<file path="src/rtl/id_stage.sv">
// id_stage: instruction-decode stage of a five-stage RV32I pipeline.
//
// Holds the IF/ID pipeline register, the 32x32 register file with
// write-through from WB, and the immediate decoder. BEQ/BNE/JAL/JALR are
// resolved here, and load-use and control-operand hazards stall the front end.
//
// Ports
//   clk, reset                 clock, synchronous active-high reset
//   Instruction_if, PC         fetched instruction and its PC
//   IFWrite                    PC / IF-ID write enable (0 = stall)
//   Branch, Jump, JumpAddr     redirect request and target for fetch
//   RegWrite_ex, MemRead_ex,
//   rd_ex                      destination info of the instruction in EX
//   RegWrite_mem, rd_mem       destination info of the instruction in MEM
//   RegWrite_wb, rd_wb,
//   wdata_wb                   register-file write port
//   id_valid                   decoded outputs carry a real instruction
//   PC_id, Instruction_id      IF/ID register contents
//   rs1, rs2, rd               register fields of the decoded instruction
//   rs1_data, rs2_data         register read data (with WB write-through)
//   imm                        sign-extended immediate
module id_stage #(
  parameter logic [31:0] NOP_INSTR = 32'h00000013
) (
  input  logic        clk,
  input  logic        reset,
  input  logic [31:0] Instruction_if,
  input  logic [31:0] PC,
  output logic        IFWrite,
  output logic        Branch,
  output logic        Jump,
  output logic [31:0] JumpAddr,
  input  logic        RegWrite_ex,
  input  logic        MemRead_ex,
  input  logic [4:0]  rd_ex,
  input  logic        RegWrite_mem,
  input  logic [4:0]  rd_mem,
  input  logic        RegWrite_wb,
  input  logic [4:0]  rd_wb,
  input  logic [31:0] wdata_wb,
  output logic        id_valid,
  output logic [31:0] PC_id,
  output logic [31:0] Instruction_id,
  output logic [4:0]  rs1,
  output logic [4:0]  rs2,
  output logic [4:0]  rd,
  output logic [31:0] rs1_data,
  output logic [31:0] rs2_data,
  output logic [31:0] imm
);

  localparam logic [6:0] OP_IMM    = 7'b0010011;
  localparam logic [6:0] OP_LOAD   = 7'b0000011;
  localparam logic [6:0] OP_JALR   = 7'b1100111;
  localparam logic [6:0] OP_STORE  = 7'b0100011;
  localparam logic [6:0] OP_BRANCH = 7'b1100011;
  localparam logic [6:0] OP_LUI    = 7'b0110111;
  localparam logic [6:0] OP_AUIPC  = 7'b0010111;
  localparam logic [6:0] OP_JAL    = 7'b1101111;
  localparam logic [6:0] OP_REG    = 7'b0110011;

  logic [31:0] instr_q;
  logic [31:0] pc_q;
  logic        valid_q;
  logic [31:0] regs [32];

  logic [6:0]  opcode;
  logic [2:0]  funct3;
  logic        wb_we;
  logic        uses1, uses2;
  logic        is_branch, is_jal, is_jalr;
  logic        match_ex, match_mem;
  logic        load_use, ctrl_haz, stall, active, taken;

  function automatic logic [31:0] imm_decode(input logic [31:0] ins);
    logic [31:0] v;
    v = '0;
    case (ins[6:0])
      OP_IMM, OP_LOAD, OP_JALR: v = {{20{ins[31]}}, ins[31:20]};
      OP_STORE:                 v = {{20{ins[31]}}, ins[31:25], ins[11:7]};
      OP_BRANCH:                v = {{19{ins[31]}}, ins[31], ins[7], ins[30:25], ins[11:8], 1'b0};
      OP_LUI, OP_AUIPC:         v = {ins[31:12], 12'b0};
      OP_JAL:                   v = {{11{ins[31]}}, ins[31], ins[19:12], ins[20], ins[30:21], 1'b0};
      default:                  v = '0;
    endcase
    return v;
  endfunction

  // ---- ID stage: decode of the IF/ID register ----
  assign opcode         = instr_q[6:0];
  assign funct3         = instr_q[14:12];
  assign rs1            = instr_q[19:15];
  assign rs2            = instr_q[24:20];
  assign rd             = instr_q[11:7];
  assign PC_id          = pc_q;
  assign Instruction_id = instr_q;
  assign imm            = imm_decode(instr_q);

  // Register read with same-cycle WB bypass; x0 is hard-wired to zero.
  assign wb_we    = RegWrite_wb && (rd_wb != 5'd0);
  assign rs1_data = (rs1 == 5'd0) ? 32'd0 : ((wb_we && rd_wb == rs1) ? wdata_wb : regs[rs1]);
  assign rs2_data = (rs2 == 5'd0) ? 32'd0 : ((wb_we && rd_wb == rs2) ? wdata_wb : regs[rs2]);

  assign is_branch = (opcode == OP_BRANCH);
  assign is_jal    = (opcode == OP_JAL);
  assign is_jalr   = (opcode == OP_JALR);

  // Which source fields are real register reads (x0 never creates a hazard).
  assign uses1 = (rs1 != 5'd0) &&
                 (opcode == OP_IMM || opcode == OP_LOAD || opcode == OP_JALR ||
                  opcode == OP_STORE || opcode == OP_BRANCH || opcode == OP_REG);
  assign uses2 = (rs2 != 5'd0) &&
                 (opcode == OP_STORE || opcode == OP_BRANCH || opcode == OP_REG);

  assign match_ex  = (rd_ex != 5'd0) && ((uses1 && rs1 == rd_ex) || (uses2 && rs2 == rd_ex));
  assign match_mem = (rd_mem != 5'd0) && ((uses1 && rs1 == rd_mem) || (uses2 && rs2 == rd_mem));

  // A branch/JALR compares operands in ID, so it must wait until any producer
  // has left MEM; WB write-through then supplies the value.
  assign load_use = MemRead_ex && match_ex;
  assign ctrl_haz = (is_branch || is_jalr) &&
                    ((RegWrite_ex && match_ex) || (RegWrite_mem && match_mem));
  assign stall    = valid_q && (load_use || ctrl_haz);
  assign active   = valid_q && !stall;

  assign IFWrite  = !stall;
  assign id_valid = active;

  always_comb begin
    Branch   = 1'b0;
    Jump     = 1'b0;
    JumpAddr = pc_q + 32'd4;
    if (active) begin
      if (is_branch) begin
        case (funct3)
          3'b000:  Branch = (rs1_data == rs2_data);
          3'b001:  Branch = (rs1_data != rs2_data);
          default: Branch = 1'b0;
        endcase
        if (Branch) JumpAddr = pc_q + imm;
      end else if (is_jal) begin
        Jump     = 1'b1;
        JumpAddr = pc_q + imm;
      end else if (is_jalr) begin
        Jump     = 1'b1;
        JumpAddr = (rs1_data + imm) & ~32'd1;
      end
    end
  end

  assign taken = Branch || Jump;

  // ---- IF/ID register: reset > stall (hold) > flush > load ----
  always_ff @(posedge clk) begin
    if (reset) begin
      instr_q <= NOP_INSTR;
      pc_q    <= '0;
      valid_q <= 1'b0;
    end else if (!stall) begin
      pc_q <= PC;
      if (taken) begin
        instr_q <= NOP_INSTR;
        valid_q <= 1'b0;
      end else begin
        instr_q <= Instruction_if;
        valid_q <= 1'b1;
      end
    end
  end

  // ---- WB stage: register-file write ----
  always_ff @(posedge clk) begin
    if (reset) begin
      for (int i = 0; i < 32; i++) regs[i] <= '0;
    end else if (wb_we) begin
      regs[rd_wb] <= wdata_wb;
    end
  end

endmodule

</file>
<file path="config.mk">
export PLATFORM = sky130hd
export DESIGN_NAME = id_stage
export DESIGN_NICKNAME = d
export VERILOG_FILES = /design/src/rtl/id_stage.sv
export SDC_FILE = /design/constraint.sdc
export NUM_CORES = 2
export LEC_CHECK = 0
export CAP_MARGIN = 40
export CORE_ASPECT_RATIO = 1.25
export CORE_MARGIN = 8
export CORE_UTILIZATION = 55
export CTS_CLUSTER_SIZE = 30
export DETAILED_ROUTE_END_ITERATION = 8
export GPL_ROUTABILITY_DRIVEN = 0
export HOLD_SLACK_MARGIN = 0.06
export PLACE_DENSITY = 0.73
export SETUP_SLACK_MARGIN = 0.4
export SLEW_MARGIN = 25
export SYNTH_ARGS = -nofsm -noshare
export SYNTH_HDL_FRONTEND = slang
export SYNTH_SLANG_ARGS = --single-unit
</file>
<file path="constraint.sdc">
create_clock -name clk -period 16.91 [get_ports clk]
set_clock_uncertainty 0.1 [all_clocks]
set_input_delay 3.382 -clock clk [delete_from_list [all_inputs] [get_ports clk]]
set_output_delay 3.382 -clock clk [all_outputs]
set_load 0.05 [all_outputs]
</file>
==> results.yml <==
timing:
  grt_setup_unrepaired: "no"
  period_needed_ns: 14.26
  finalSetupTns_ns: 0
  hold_viol: 0
  tightest_slew_ns: 1.112
  slew_headroom_pct: 25.84
  max_freq_mhz: 70.10
  maxSlewViolCount: 0
  setup_viol: 0
  min_period_over_period_pct: 84.36
  timing.hold.ws_ns: 0.4917
run_status:
  status: "complete, no violations"
synthesis:
  synth_cell_type_count: 98
  synth_area_leaders: "edfxtp_1 48%, mux4_2 16%, and2_1 8.7%"
  synth_edf_count: 1024
  yosys.area.top_type_share_pct: 47.77
  ys_top_cells_by_count: "1024 x edfxtp_1, 892 x and2_1, 450 x mux4_2"
  synth.avg_cell_area_um2: 13.06
  yosysMostFrequentCell: "edfxtp_1"
  synth_top_cell_by_area: "edfxtp_1"
  ys_async_sr_fraction_pct: 0
  yosysSeqAreaShare_pct: 50.10
  syn-cell-area_um2: 64370
  synth_ff_type: "edfxtp_1"
  syn_inst: 4928
  ys_warn_count: 0
  ys_seq_elements: 1099
placed_design:
  dpl.cell_count: 6546
  io_buffers: 327
  dp_hpwl_um: 160600
drt:
  drc: 0
  wl_um: 247300
  antenna_left: 0
  dr_total_vias: 48304
  dr.pass1.iters: 9
  routedWlPerCell_um: 36.61
  drt_iter0_drc: 8063
  via_per_inst: 7.151
power_and_ir_drop:
  p_leak_nw: 25.13
  vdd_ir_drop_max_uv: 75.56
  p_per_area_nw_per_um2: 98.16
die:
  die-area_um2: 128300
  rows: 140
  die_h_um: 398.5
  start_util_pct: 55.34
  io_pins: 328
  die_w_um: 322.0
  core_um2: 116300
cts:
  h-tree-depth: 3
  cts_root_buffer: "clkbuf_16"
  cts_resized: 0
  clock_latency_ns: 0.74
  clock-sinks: 1099
  clockBufferDepth: 3
  clk_pin_slew_worst_paths_ns: 0.06
  ctsHoldBuffers: 0
  tritoncts.num_buffers: 107
  cts_tree: "built"
  cts_setup_buffers: 0
finish:
  drive_gt1_share_pct: 18.15
  fin_util_pct: 62.34
  syn2layout_area_growth_pct: 12.64
  nets: 5280
  stdcell_count: 6755
critical_path:
  path_cells: "clkdlybuf4s50_1, xor2_1, nor3_1, and2_1, nor2_1, a221oi_1, nor2_1, ha_1, a21o_1, a21o_1, a21oi_1, nor2b_1, a311oi_1, or3_1, nand3_1, a31o_2, a211o_1, a21oi_1, xor2_1, a221oi_1, clkdlybuf4s50_1"
  r2r_cells: 17
  startpoint_type: "input pin"
  crit_family: "compound AO/OA/AOI/OAI gates"
  crit_fanout: 18
  slowest_stage: "clkdlybuf4s50_1"
  endpoint_kind: "output pin"
  worst-path-buf-inv: 2
  crit_arrival_ns: 10.78
  max_stage_delay_ns: 0.86
  crit_type: "in -> out"
  required_ns: 13.43
  crit_cells: 21
hold_path:
  hp-class: "reg -> reg"
  hold-path-cell-count: 2
global_route:
  grt_pass1_vias: 47762
  grt_max_degree: 110
  grt_pass1_wl_um: 343600
  gr-total-overflow: 0
  antenna_found_initial: 16
  grt.total_usage_pct: 37.44
run:
  cap_violations: 0
==> registers in the layout, summed over array words and instances (netlist names), named ones only <==
signal          count
regs             1024
Instruction_id     32
PC_id              32
valid_q             1
==> metrics by stage <==
stage	area, µm²	worst slack (ns)	power [mW]
global placement	68780	2.679	4.710
global route	72490	2.337	7.244
CTS	72380	2.577	7.053
floorplan	64480	3.686	4.149
finish	72510	2.645	7.117
detailed placement	69030	2.589	4.742
==> placed cells by master (no fill, tap or decap), drive strengths merged, types with 64 or more instances in the layout <==
| cell type | instances |
|---|---|
| dfxtp | 75 |
| a22oi | 96 |
| nor2b | 64 |
| mux4 | 453 |
| a21oi | 133 |
| buf | 198 |
| clkbuf | 126 |
| nand2 | 101 |
| xnor2 | 78 |
| a221oi | 80 |
| a21o | 66 |
| o21ai | 73 |
| and2 | 894 |
| edfxtp | 1024 |
| nor3 | 181 |
| clkdlybuf4s50 | 326 |
| nor2 | 195 |
| mux2i | 291 |
==> cells by family after synthesis <==
group                      Yosys count  synth area share, %
DFF                               1099                50.10
other                                1             0.005826
xor gates and xnor gates           127                1.728
adders and majority gates           64                1.267
AOI/OAI and AO/OA                  667                7.385
buffers and inverters              536                4.076
and+or+nand+nor                   1680                14.86
muxes                              754                20.57
==> path summary, 6_finish.rpt <==
| kind | from | end | slack, ns |
|---|---|---|---|
| worst min register to register | Instruction_id[28]$_SDFFE_PP0N_ | Instruction_id[28]$_SDFFE_PP0N_ | 0.49 |
| worst max-delay path | rd_wb[2] | JumpAddr[30] | 2.65 |
| worst min-delay path | Instruction_id[28]$_SDFFE_PP0N_ | Instruction_id[28]$_SDFFE_PP0N_ | 0.49 |
| worst max register to register | flip-flop | flip-flop | 9.36 |
==> power breakdown <==
group / switching (mW) / total (mW) / leakage (nW) / internal [mW]
combinational: 0.991 / 1.53 / 13.1 / 0.534
clock: 1.09 / 2.37 / 1.61 / 1.28
sequential: 0.104 / 3.22 / 10.4 / 3.12
total: 2.18 / 7.12 / 25.1 / 4.93
==> worst min-delay path, stage by stage, from the launching register on <==
cell and delay [ns]:
dfxtp_1 0.35, mux2i_1 0.14, nor2b_1 0.06
==> layer usage <==
layer  up-vias  global-route usage (%)  wire length (µm)  part of all wire (%)
li1      19140                       -                 -                     -
met1     23644                   42.42             76080                    31
met2      4264                   58.25            110700                    45
met3      1246                   11.30             34900                    14
met4        10                   31.03             25420                    10
met5         -                       0               154                 0.062
==> area by class of cell <==
| class | instances | area [µm²] |
|---|---|---|
| inverters | 43 | 162.7 |
| fillers | 8816 | 43810 |
| well taps | 1562 | 1954 |
| clock buffers | 126 | 2770 |
| repair buffers | 524 | 4984 |
| flip-flops and latches | 1099 | 32280 |
| diodes | 8 | 20.02 |
| clock inverters | 69 | 579.3 |
| multi-input cells | 3324 | 29760 |
(Power assumes the default switching activity.)
